[src/rtl/uart_rx_fifo.sv]
// UART receiver with oversampled 3-tap majority voting, per-frame error flags
// and a small FIFO presenting frames on a valid/ready stream.
module uart_rx_fifo #(
  parameter int DATA_BITS  = 8,
  parameter int PAR_MODE   = 1,
  parameter int STOP_BITS  = 1,
  parameter int OVS        = 16,
  parameter int FIFO_DEPTH = 4
) (
  input  logic                          clk,
  input  logic                          rst_n,
  input  logic                          tick,
  input  logic                          rx,
  output logic [DATA_BITS-1:0]          m_data,
  output logic                          m_par_err,
  output logic                          m_frm_err,
  output logic                          m_brk,
  output logic                          m_valid,
  input  logic                          m_ready,
  output logic [$clog2(FIFO_DEPTH):0]   fifo_level,
  output logic                          overrun,
  input  logic                          clr_ovr
);

  localparam int TW = $clog2(OVS);
  localparam int PW = $clog2(FIFO_DEPTH);
  localparam int LW = PW + 1;
  localparam int EW = DATA_BITS + 3;

  localparam logic [TW-1:0] T_S0  = TW'(OVS/2 - 1);
  localparam logic [TW-1:0] T_S1  = TW'(OVS/2);
  localparam logic [TW-1:0] T_DEC = TW'(OVS/2 + 1);
  localparam logic [TW-1:0] T_END = TW'(OVS - 1);
  localparam logic [3:0]    LAST_DATA = 4'(DATA_BITS - 1);
  localparam logic [3:0]    LAST_STOP = 4'(STOP_BITS - 1);
  localparam logic [LW-1:0] FULL_LVL  = LW'(FIFO_DEPTH);

  typedef enum logic [2:0] {
    S_IDLE, S_START, S_DATA, S_PARITY, S_STOP, S_BRK_WAIT
  } state_e;

  logic                 rx_meta_q, rx_meta_d;
  logic                 rx_s_q, rx_s_d;
  logic                 rx_prev_q, rx_prev_d;
  state_e               state_q, state_d;
  logic [TW-1:0]        tick_cnt_q, tick_cnt_d;
  logic [3:0]           bit_cnt_q, bit_cnt_d;
  logic [1:0]           samp_q, samp_d;
  logic [DATA_BITS-1:0] shift_q, shift_d;
  logic                 par_bit_q, par_bit_d;
  logic                 frm_err_q, frm_err_d;
  logic                 stop_zero_q, stop_zero_d;

  logic [EW-1:0]        mem_q [FIFO_DEPTH];
  logic [EW-1:0]        mem_d [FIFO_DEPTH];
  logic [PW-1:0]        wr_ptr_q, wr_ptr_d;
  logic [PW-1:0]        rd_ptr_q, rd_ptr_d;
  logic [LW-1:0]        level_q, level_d;
  logic                 overrun_q, overrun_d;

  logic                 vote, is_dec, is_end, brk, par_calc, par_err;
  logic                 push, pop, full, wr_en;
  logic [EW-1:0]        push_entry;

  // Receiver FSM and bit timing
  always_comb begin
    rx_meta_d   = rx;
    rx_s_d      = rx_meta_q;
    rx_prev_d   = rx_s_q;
    state_d     = state_q;
    tick_cnt_d  = tick_cnt_q;
    bit_cnt_d   = bit_cnt_q;
    samp_d      = samp_q;
    shift_d     = shift_q;
    par_bit_d   = par_bit_q;
    frm_err_d   = frm_err_q;
    stop_zero_d = stop_zero_q;
    push        = 1'b0;
    push_entry  = '0;
    brk         = 1'b0;

    // Third sample is rx_s itself on the decision tick.
    vote   = (samp_q[0] & samp_q[1]) | (samp_q[0] & rx_s_q) | (samp_q[1] & rx_s_q);
    is_dec = tick && (tick_cnt_q == T_DEC);
    is_end = tick && (tick_cnt_q == T_END);

    par_calc = (^shift_q) ^ par_bit_q;
    if (PAR_MODE == 1)      par_err = par_calc;
    else if (PAR_MODE == 2) par_err = ~par_calc;
    else                    par_err = 1'b0;

    if (tick && state_q != S_IDLE && state_q != S_BRK_WAIT) begin
      tick_cnt_d = (tick_cnt_q == T_END) ? '0 : tick_cnt_q + 1'b1;
      if (tick_cnt_q == T_S0) samp_d[0] = rx_s_q;
      if (tick_cnt_q == T_S1) samp_d[1] = rx_s_q;
    end

    case (state_q)
      S_IDLE: begin
        if (rx_prev_q && !rx_s_q) begin
          state_d     = S_START;
          tick_cnt_d  = '0;
          bit_cnt_d   = '0;
          par_bit_d   = 1'b0;
          frm_err_d   = 1'b0;
          stop_zero_d = 1'b1;
        end
      end
      S_START: begin
        if (is_dec && vote) state_d = S_IDLE;
        else if (is_end)    state_d = S_DATA;
      end
      S_DATA: begin
        if (is_dec) shift_d = {vote, shift_q[DATA_BITS-1:1]};
        if (is_end) begin
          if (bit_cnt_q == LAST_DATA) begin
            bit_cnt_d = '0;
            state_d   = (PAR_MODE != 0) ? S_PARITY : S_STOP;
          end else begin
            bit_cnt_d = bit_cnt_q + 1'b1;
          end
        end
      end
      S_PARITY: begin
        if (is_dec) par_bit_d = vote;
        if (is_end) state_d = S_STOP;
      end
      S_STOP: begin
        if (is_dec) begin
          if (!vote) frm_err_d = 1'b1;
          stop_zero_d = stop_zero_q & ~vote;
          // Push on the final decision tick rather than waiting out the window.
          if (bit_cnt_q == LAST_STOP) begin
            brk        = (shift_q == '0) && !par_bit_q && stop_zero_q && !vote;
            push       = 1'b1;
            push_entry = {brk, brk | frm_err_q | ~vote, par_err, shift_q};
            state_d    = brk ? S_BRK_WAIT : S_IDLE;
          end
        end else if (is_end) begin
          bit_cnt_d = bit_cnt_q + 1'b1;
        end
      end
      S_BRK_WAIT: begin
        if (tick && rx_s_q) state_d = S_IDLE;
      end
      default: state_d = S_IDLE;
    endcase
  end

  // FIFO: a push into a full FIFO only lands when the head is popped that cycle.
  always_comb begin
    pop   = (level_q != '0) && m_ready;
    full  = (level_q == FULL_LVL);
    wr_en = push && (!full || pop);
    mem_d = mem_q;
    if (wr_en) mem_d[wr_ptr_q] = push_entry;
    wr_ptr_d  = wr_ptr_q + PW'(wr_en);
    rd_ptr_d  = rd_ptr_q + PW'(pop);
    level_d   = level_q + LW'(wr_en) - LW'(pop);
    overrun_d = overrun_q;
    if (push && full && !pop) overrun_d = 1'b1;
    else if (clr_ovr)         overrun_d = 1'b0;
  end

  always_ff @(posedge clk or negedge rst_n) begin
    if (!rst_n) begin
      rx_meta_q   <= 1'b1;
      rx_s_q      <= 1'b1;
      rx_prev_q   <= 1'b1;
      state_q     <= S_IDLE;
      tick_cnt_q  <= '0;
      bit_cnt_q   <= '0;
      samp_q      <= '0;
      shift_q     <= '0;
      par_bit_q   <= 1'b0;
      frm_err_q   <= 1'b0;
      stop_zero_q <= 1'b0;
      for (int i = 0; i < FIFO_DEPTH; i++) mem_q[i] <= '0;
      wr_ptr_q    <= '0;
      rd_ptr_q    <= '0;
      level_q     <= '0;
      overrun_q   <= 1'b0;
    end else begin
      rx_meta_q   <= rx_meta_d;
      rx_s_q      <= rx_s_d;
      rx_prev_q   <= rx_prev_d;
      state_q     <= state_d;
      tick_cnt_q  <= tick_cnt_d;
      bit_cnt_q   <= bit_cnt_d;
      samp_q      <= samp_d;
      shift_q     <= shift_d;
      par_bit_q   <= par_bit_d;
      frm_err_q   <= frm_err_d;
      stop_zero_q <= stop_zero_d;
      mem_q       <= mem_d;
      wr_ptr_q    <= wr_ptr_d;
      rd_ptr_q    <= rd_ptr_d;
      level_q     <= level_d;
      overrun_q   <= overrun_d;
    end
  end

  assign {m_brk, m_frm_err, m_par_err, m_data} = mem_q[rd_ptr_q];
  assign m_valid    = (level_q != '0);
  assign fifo_level = level_q;
  assign overrun    = overrun_q;

endmodule

[config.mk]
export PLATFORM = sky130hd
export DESIGN_NAME = uart_rx_fifo
export DESIGN_NICKNAME = d
export VERILOG_FILES = /design/src/rtl/uart_rx_fifo.sv
export SDC_FILE = /design/constraint.sdc
export NUM_CORES = 1
export LEC_CHECK = 0
export CAP_MARGIN = 10
export CORE_MARGIN = 1.5
export CORE_UTILIZATION = 40
export CTS_CLUSTER_SIZE = 28
export DETAILED_ROUTE_END_ITERATION = 8
export GPL_ROUTABILITY_DRIVEN = 0
export PLACE_DENSITY_LB_ADDON = 0.15
export SYNTH_ARGS = -nofsm -noshare
export SYNTH_HDL_FRONTEND = slang
export SYNTH_SLANG_ARGS = --single-unit
[constraint.sdc]
create_clock -name clk -period 2.5 [get_ports clk]
set_input_delay 0.5 -clock clk [delete_from_list [all_inputs] [get_ports clk]]
set_output_delay 0.5 -clock clk [all_outputs]
set_load 0.02 [all_outputs]
==> results_dict.tcl <==
set metrics [dict create \
    clock_path_buffers 2 \
    synth-main-ff-cell "dfrtp_1" \
    drt-vias-per-instance 5.01 \
    dieWidth_um 103 \
    detail-route-antenna-nets 0 \
    post-route-min-period_ns 2.41 \
    cts_root_buffer "clkbuf_8" \
    cts-htree-levels 3 \
    fillerInstances 900 \
    hpwl_um 5650 \
    design.die.area_mm2 0.0106 \
    synth.ff_latch_count 79 \
    final_layout_size_suffix_gt1_frac 0.251 \
    grt_antenna_before_repair 0 \
    end_kind "flip-flop" \
    cp.buffers_inverters 3 \
    cells_traversed_along_the_worst_timing_path "clkdlybuf4s50_1 > or4b_4 > nand4_4 > ha_1 > inv_1 > ha_1 > inv_1 > fa_1 > xnor2_1 > xnor2_1" \
    timing.final.crit_share 0.962 \
    routed-via-count 2586 \
    final_setup_margin_ns 0.0938 \
    core_region_area_mm2 0.00973 \
    final_common_cell "dfrtp_1" \
    grt_pass1_wl_um 13000 \
    cp.required_ns 2.76 \
    hold_class "input port to async pin" \
    setup-tns-final_ns 0 \
    slew_violations 0 \
    gate_count_post_synth 337 \
    clk-insertion-delay-late_ns 0.34 \
    max_freq_mhz 416 \
    globalRouteOverflowTotal 0 \
    gr-usage-all-layers 0.162 \
    number_of_flops_mapped_to_enable_cells_by_yosys 0 \
    drt_pass1_iterations 4 \
    hold_viol 0 \
    worstSetupStartpointType "input port" \
    via_count_of_the_first_global_routing_pass 2591 \
    timing.critical_path.slowest_stage_cell "or4b_4" \
    power.static_leakage_nw 2.32 \
    yosysWarningCount 0 \
    cp_data_arrival_time_ns 2.67 \
    cpPeakStageDelay_ns 0.52 \
    largest_area_contributor_in_the_synthesized_netlist "dfrtp_1" \
    pin_count 22 \
    cts_buffers 9 \
    n_antenna_cell 0 \
    critical_path.top_delay_family "adder cells" \
    drc 0 \
    grt_start_max_net_pins 44 \
    synthArstFlopShare 1.00 \
    synth.top_cells.by_area "dfrtp_1 48%, mux4_2 6.2%, mux2_2 5.9%" \
    tightest_slew_ns 0.499 \
    detailedRoute.firstIterationViolations 65 \
    run_status "finished clean" \
    area_delta_synth_final_pct 19.2 \
    summed_area_of_non_filler_cells_in_the_final_layout_mm2 0.00474 \
    maxCapViolations 0 \
    final_net_count 398 \
    clk_pin_slew_worst_paths_ns 0.08 \
    pre_cts_ws_ns -0.283 \
    rows 36 \
    setup_viol 0 \
    initial_utilization 0.409 \
    placed_cell_areas_mm2 0.00451 \
    vdd_ir_drop_max_mv 0.355 \
    mostFrequentLayoutCells "74 x dfrtp_1, 45 x o21ai_0, 26 x nand2_1" \
    rsz_0062_raised_after_global_routing "true" \
    critPathMaxFanout 2 \
    finalCoreUtilization 0.488 \
    route.final.wire_length_um 7750 \
    worst_slew_margin 0.665 \
    cts_sinks 79 \
    worst-setup-path-type "input port to flip-flop" \
    seq_area_frac_synth 0.498 \
    tritoncts_clock_tree "yes" \
    synth_cell_types 59 \
    postSynthAreaPerCell_um2 11.8 \
    wire_per_inst_um 15.0 \
    finClkSkew_ns 0.0123 \
    synthDominantCellAreaShare 0.478 \
    netlist_area_mm2 0.00398 \
    io_buffers 21 \
    height_of_the_die_um 103 \
    postSynthNetCount 357 \
    power_per_cell_area_mw_per_mm2 712 \
]
## layer usage
| layer | GRT usage | routed length (um) |
|---|---|---|
| met5 | 0 | 0 |
| met4 | 0.0561 | 96 |
| met3 | 0.0285 | 123 |
| met2 | 0.263 | 3700 |
| met1 | 0.221 | 3840 |
## power breakdown
part | switching [mW] | internal [mW]
clock network | 0.463 | 0.489
logic | 0.456 | 0.455
registers | 0.133 | 1.38
total | 1.05 | 2.33
## state kept, by name, indices dropped and copies added (netlist names)
signal / cells
mem_q: 44
shift_q: 8
bit_cnt_q: 4
tick_cnt_q: 4
fifo_level: 3
state_q: 3
rd_ptr_q: 2
samp_q: 2
wr_ptr_q: 2
frm_err_q: 1
overrun: 1
par_bit_q: 1
rx_meta_q: 1
rx_prev_d: 1
rx_prev_q: 1
stop_zero_q: 1
## cell type report
class	count	area [um2]	share of cell area
flip-flops and latches	79	1980	0.418
multi-input cells	224	1850	0.391
repair buffers	44	467	0.0984
well taps	133	166	0.0351
clock buffers	11	141	0.0298
inverters	20	75.1	0.0158
clock inverters	5	57.6	0.0121
## what timing repair did
| action | CTS | global route |
|---|---|---|
| setup endpoints to repair | 11 | 11 |
| setup buffers | 0 | 0 |
| pin swaps | 0 | 1 |
| hold buffers | 0 | 0 |
| resized for setup | 2 | 12 |
## Yosys cell counts, drive strengths merged, types with 2 or more instances
master,n
o21a,3
nor3,2
dfstp,3
mux4,11
nand3b,2
buf,11
o21ai,46
nand2b,4
a311o,2
a22o,2
o22ai,2
and2,3
nand2,26
or3,5
ha,13
a22oi,2
a21o,3
nor2,16
a21oi,5
mux2,31
o211ai,2
nand4,3
xnor2,4
xor2,5
nor3b,4
or3b,2
inv,20
dfrtp,76
clkbuf,3
nand3,8
a211oi,2
## logic make-up (layout without fill, tap and decap cells)
family                   after synthesis  count (layout)  synth area share
adder cells (fa/ha/maj)               15              15            0.0484
flip-flops                            79              79             0.498
buffers and inverters                 34              80            0.0390
AO/OA/AOI/OAI                         73              73             0.109
multiplexers                          43              43             0.161
XOR/XNOR                              10              10            0.0255
AND/OR/NAND/NOR                       83              83             0.119
## metrics by stage
stage | std cells | hold WS (ns) | power, mW
finish | 516 | 0.108 | 3.38
global route | 516 | 0.144 | 3.61
CTS | 516 | 0.125 | 3.43
detailed placement | 500 | 0.350 | 2.46
global placement | 500 | 0.348 | 2.44
floorplan | 337 | 0.204 | 2.14
## path summary, 6_finish.rpt
kind                                from            end  slack (ns)  cells after the start
min                                rst_n      mem_q[26]        0.11                      1
min in group clk               rx_meta_q      rx_prev_d        0.36                      0
max reg2reg                tick_cnt_q[1]  fifo_level[2]        0.12                     11
max in group asynchronous          rst_n    stop_zero_q        1.79                      2
min reg2reg                    rx_meta_q      rx_prev_d        0.36                      0
max                              m_ready  fifo_level[2]        0.09                     10
Power figures use the tool's default switching activity.
